==> src/rtl/mem_bus_pkg.sv <==
// Shared definitions for the memory bus: command encodings, default widths
// and the copy-engine state type.
package mem_bus_pkg;

  localparam int unsigned DEF_DATA_W = 16;
  localparam int unsigned DEF_ADDR_W = 9;

  localparam logic [1:0] MNONE  = 2'b00;
  localparam logic [1:0] MWRITE = 2'b01;
  localparam logic [1:0] MREAD  = 2'b10;

  typedef enum logic [2:0] {
    IDLE,
    RD_ISSUE,
    RD_WAIT,
    WR,
    DONE
  } mce_state_t;

endpackage

==> src/rtl/mem_copy_engine.sv <==
// Bus-master block copier: moves len words from src_addr to dst_addr,
// one MREAD (held two cycles) followed by one MWRITE per word.
module mem_copy_engine
  import mem_bus_pkg::*;
#(
  parameter int unsigned DATA_W = DEF_DATA_W,
  parameter int unsigned ADDR_W = DEF_ADDR_W
) (
  input  logic              clk,
  input  logic              reset,
  input  logic              start,
  input  logic [ADDR_W-1:0] src_addr,
  input  logic [ADDR_W-1:0] dst_addr,
  input  logic [ADDR_W-1:0] len,
  output logic              busy,
  output logic              done,
  output logic [ADDR_W-1:0] count,
  output logic [1:0]        mem_cmd,
  output logic [ADDR_W-1:0] mem_addr,
  input  logic [DATA_W-1:0] read_data,
  output logic [DATA_W-1:0] write_data
);

  mce_state_t        state_q, state_d;
  logic [ADDR_W-1:0] src_q, src_d;
  logic [ADDR_W-1:0] dst_q, dst_d;
  logic [ADDR_W-1:0] rem_q, rem_d;
  logic [ADDR_W-1:0] count_q, count_d;
  logic [ADDR_W-1:0] addr_q, addr_d;
  logic [DATA_W-1:0] wdata_q, wdata_d;
  logic [1:0]        cmd_q, cmd_d;
  logic              busy_q, busy_d;
  logic              done_q, done_d;

  // Bus outputs are computed for the state being entered so that the
  // registered values line up with the state they belong to.
  always_comb begin
    state_d = state_q;
    src_d   = src_q;
    dst_d   = dst_q;
    rem_d   = rem_q;
    count_d = count_q;
    addr_d  = addr_q;
    wdata_d = wdata_q;
    cmd_d   = MNONE;

    unique case (state_q)
      IDLE: begin
        if (start) begin
          src_d   = src_addr;
          dst_d   = dst_addr;
          rem_d   = len;
          count_d = '0;
          if (len != '0) begin
            state_d = RD_ISSUE;
            cmd_d   = MREAD;
            addr_d  = src_addr;
          end else begin
            state_d = DONE;
          end
        end
      end
      RD_ISSUE: begin
        state_d = RD_WAIT;
        cmd_d   = MREAD;
        addr_d  = src_q;
      end
      RD_WAIT: begin
        // write_data doubles as the captured data register
        state_d = WR;
        cmd_d   = MWRITE;
        addr_d  = dst_q;
        wdata_d = read_data;
      end
      WR: begin
        src_d   = src_q + ADDR_W'(1);
        dst_d   = dst_q + ADDR_W'(1);
        count_d = count_q + ADDR_W'(1);
        rem_d   = rem_q - ADDR_W'(1);
        if (rem_q != ADDR_W'(1)) begin
          state_d = RD_ISSUE;
          cmd_d   = MREAD;
          addr_d  = src_q + ADDR_W'(1);
        end else begin
          state_d = DONE;
        end
      end
      DONE: begin
        state_d = IDLE;
      end
      default: begin
        state_d = IDLE;
      end
    endcase

    busy_d = (state_d != IDLE);
    done_d = (state_d == DONE);
  end

  always_ff @(posedge clk or posedge reset) begin
    if (reset) begin
      state_q <= IDLE;
      src_q   <= '0;
      dst_q   <= '0;
      rem_q   <= '0;
      count_q <= '0;
      addr_q  <= '0;
      wdata_q <= '0;
      cmd_q   <= MNONE;
      busy_q  <= 1'b0;
      done_q  <= 1'b0;
    end else begin
      state_q <= state_d;
      src_q   <= src_d;
      dst_q   <= dst_d;
      rem_q   <= rem_d;
      count_q <= count_d;
      addr_q  <= addr_d;
      wdata_q <= wdata_d;
      cmd_q   <= cmd_d;
      busy_q  <= busy_d;
      done_q  <= done_d;
    end
  end

  assign busy       = busy_q;
  assign done       = done_q;
  assign count      = count_q;
  assign mem_cmd    = cmd_q;
  assign mem_addr   = addr_q;
  assign write_data = wdata_q;

endmodule
==> config.mk <==
export PLATFORM = sky130hd
export DESIGN_NAME = mem_copy_engine
export DESIGN_NICKNAME = d
export VERILOG_FILES = /design/src/rtl/mem_bus_pkg.sv /design/src/rtl/mem_copy_engine.sv
export SDC_FILE = /design/constraint.sdc
export NUM_CORES = 1
export LEC_CHECK = 0
export ABC_AREA = 1
export ABC_CLOCK_PERIOD_IN_PS = 3550
export CAP_MARGIN = 20
export CORE_MARGIN = 1.5
export CORE_UTILIZATION = 54
export DETAILED_ROUTE_END_ITERATION = 8
export PLACE_DENSITY_LB_ADDON = 0.15
export SLEW_MARGIN = 30
export SYNTH_ARGS = -nofsm -noshare
export SYNTH_HDL_FRONTEND = slang
export SYNTH_SLANG_ARGS = --single-unit
==> constraint.sdc <==
create_clock -name clk -period 3.55 [get_ports clk]
set_clock_uncertainty 0.1 [all_clocks]
set_input_delay 0.355 -clock clk [delete_from_list [all_inputs] [get_ports clk]]
set_output_delay 0.355 -clock clk [all_outputs]
set_load 0.03 [all_outputs]
==> results.json <==
{
  "wl_met1_um": 4130,
  "hold_class": "in -> async",
  "min_period_over_period": 0.600,
  "coreArea_um2": 6390,
  "p_comb_frac": 0.538,
  "met2_length_um": 4370,
  "gp_congestion": 0.844,
  "diodes": 0,
  "max_slew_margin": 0.495,
  "viasPerCell": 5.44,
  "yosysSeqAreaShare": 0.472,
  "setup_tns_ns": 0,
  "drt_iter0_markers": 235,
  "fillers": 497,
  "setup_viol": 0,
  "die_w_um": 84.7,
  "yosys-top-cells-count": "175 x nand2_1, 68 x dfrtp_1, 53 x inv_1",
  "p_per_area_nw_per_um2": 972,
  "grt_antenna_before_repair": 0,
  "syn_nets": 534,
  "clockRootBuffer": "clkbuf_8",
  "ir_worst_vdd_mv": 0.621,
  "grt_pass1_wl_um": 15600,
  "routed.top_layer": "met4",
  "fin_nets": 619,
  "worstSetupPathType": "reg -> reg",
  "synth_edf_count": 0,
  "status": "finished, final reports clean",
  "firstDrtPassIters": 5,
  "leakagePower_nw": 2.31,
  "cts_setup_buffers": 0,
  "io_buffers": 83,
  "yosys-top-cells-area": "dfrtp_1 47%, nand2_1 18%, inv_1 5.5%",
  "drive_gt1_frac": 0.0698,
  "routedWlPerCell_um": 14.2,
  "maxCapViolations": 0,
  "seq_power_share": 0.316,
  "dp.final_hpwl_um": 6440,
  "finalWorstPathRequiredPeriod_ns": 2.13,
  "area_growth_pct": 30.8,
  "ctsResizeCount": 0,
  "synth-seq-cells": 68,
  "die_h_um": 84.7,
  "dr_wl_met3_um": 572,
  "clk_latency_ns": 0.34,
  "hold_violations": 0,
  "clk_pin_slew_worst_paths_ns": 0.08,
  "reg2reg_slack_ns": 1.42,
  "grt_pass1_vias": 3361,
  "ys.flop_type": "dfrtp_1",
  "timing.rr.start": "state_q[1]",
  "cts_hold_buf": 0,
  "power_mw": 4.58,
  "drc": 0,
  "syn_inst": 483,
  "p_int_mw": 2.41,
  "p_clk_frac": 0.146,
  "power.switching_mw": 2.17,
  "postRouteAntennaNets": 0,
  "worstPathMaxFanout": 18,
  "synth_area_um2": 3600,
  "cts_buffers": 9,
  "gr-total-overflow": 0,
  "start_util": 0.564,
  "drv_slew": 0,
  "ys_types": 29,
  "ys_warn_count": 0,
  "async_flop_share": 1.00,
  "avgSynthCellArea_um2": 7.46,
  "worstMarginPinSlew_ns": 0.758,
  "io_pins": 84,
  "dr_total_vias": 3534,
  "critPathCaptureType": "flip-flop",
  "synth_top_area_frac": 0.472,
  "yosysMostFrequentCell": "nand2_1",
  "wirelength_um": 9200,
  "synth_top_area_cell": "dfrtp_1",
  "crit_arrival_ns": 2.26,
  "cp-start-kind": "flip-flop",
  "sw_frac_of_total": 0.474,
  "rows": 29,
  "worstSetupStartpoint": "state_q[1]",
  "hold-worst-slack_ns": 0.135,
  "clkSinkCount": 68,
  "critical_path_required_ns": 3.69,
  "grt_max_degree": 61,
  "cts_tree": "done",
  "dieArea_um2": 7170,
  "timing.fmax_mhz": 470,
  "rsz0062_at_grt": "false",
  "grt.total_usage": 0.271,
  "cts_buffer_depth": 2,
  "r2r-end": "mem_addr[2]",
  "cts_max_level": 3,
  "worst-r2r-cell-count": 8
}
-- through the flow --
stage	std cells	worst slack [ns]	cell area, um2	util
after floorplan	483	1.38	3600	-
after global placement	634	1.32	4500	0.705
after detailed placement	634	1.25	4500	0.705
after CTS	650	1.44	4720	0.738
after global routing	650	1.26	4720	0.738
final	650	1.42	4720	0.738
-- cell families after synthesis --
logic type	synth area share
simple gates	0.319
xor+xnor	0.00729
fa+ha+maj	0.0174
buf+inv	0.0805
flops	0.472
compound gates	0.104
-- state kept, by name, summed over array words and instances (netlist names) --
| signal | cells |
|---|---|
| write_data | 16 |
| count | 9 |
| dst_q | 9 |
| mem_addr | 9 |
| rem_q | 9 |
| src_q | 9 |
| state_q | 3 |
| mem_cmd | 2 |
| busy | 1 |
| done | 1 |
-- layer usage --
layer,global-route usage,up-vias
li1,-,1734
met1,0.380,1653
met2,0.434,132
met3,0.0482,15
met4,0.0821,0
met5,0,-
-- worst max-delay path, cell delays in order, from the launching register on --
cell and delay, ns:
dfrtp_1 0.46, nor2_2 0.19, nand3_2 0.35, inv_2 0.34, nand2_1 0.16, nand3_4 0.16
inv_2 0.12, nand2_1 0.09, nand2_1 0.05
-- how the worst max path moves through the flow --
stage / cells after the start / endpoint / slack (ns)
after global routing: 8 / mem_addr[6] / 1.26
after detailed placement: 8 / mem_addr[2] / 1.25
after global placement: 8 / mem_addr[5] / 1.32
after CTS: 8 / mem_addr[7] / 1.44
final: 8 / mem_addr[2] / 1.42
after floorplan: 1 / busy / 1.38
-- area by class of cell --
| class | instances | area [um2] | area share |
|---|---|---|---|
| flip-flops and latches | 68 | 1700 | 0.361 |
| multi-input cells | 341 | 1610 | 0.342 |
| repair buffers | 88 | 868 | 0.184 |
| inverters | 60 | 225 | 0.0478 |
| clock buffers | 11 | 151 | 0.0321 |
| well taps | 77 | 96.3 | 0.0204 |
| clock inverters | 5 | 60.1 | 0.0127 |
-- layout by cell type, fill, tap and decap left out, types with 2 or more instances in the layout --
master,instances
xor2_1,2
nor2_1,31
or2_2,5
inv_2,8
nand3_1,38
ha_1,5
o21ai_0,26
buf_4,5
clkinv_4,2
o221ai_1,6
nand2_1,175
a21oi_1,6
nand4_1,15
o21ai_1,3
o22ai_1,2
dfrtp_1,68
clkbuf_8,11
o21bai_1,2
a22oi_1,6
a31oi_1,3
o211ai_1,5
inv_1,52
nor3_1,3
clkdlybuf4s50_1,83
nor2_2,2
-- power groups by stage --
stage	sequential (mW)	combinational, mW	clock [mW]
after global routing	1.49	2.75	0.716
after global placement	1.44	2.39	0
after CTS	1.44	2.46	0.681
final	1.45	2.47	0.669
after detailed placement	1.45	2.44	0
after floorplan	1.74	1.33	0
Note: power is estimated with default switching activity, not from simulation.
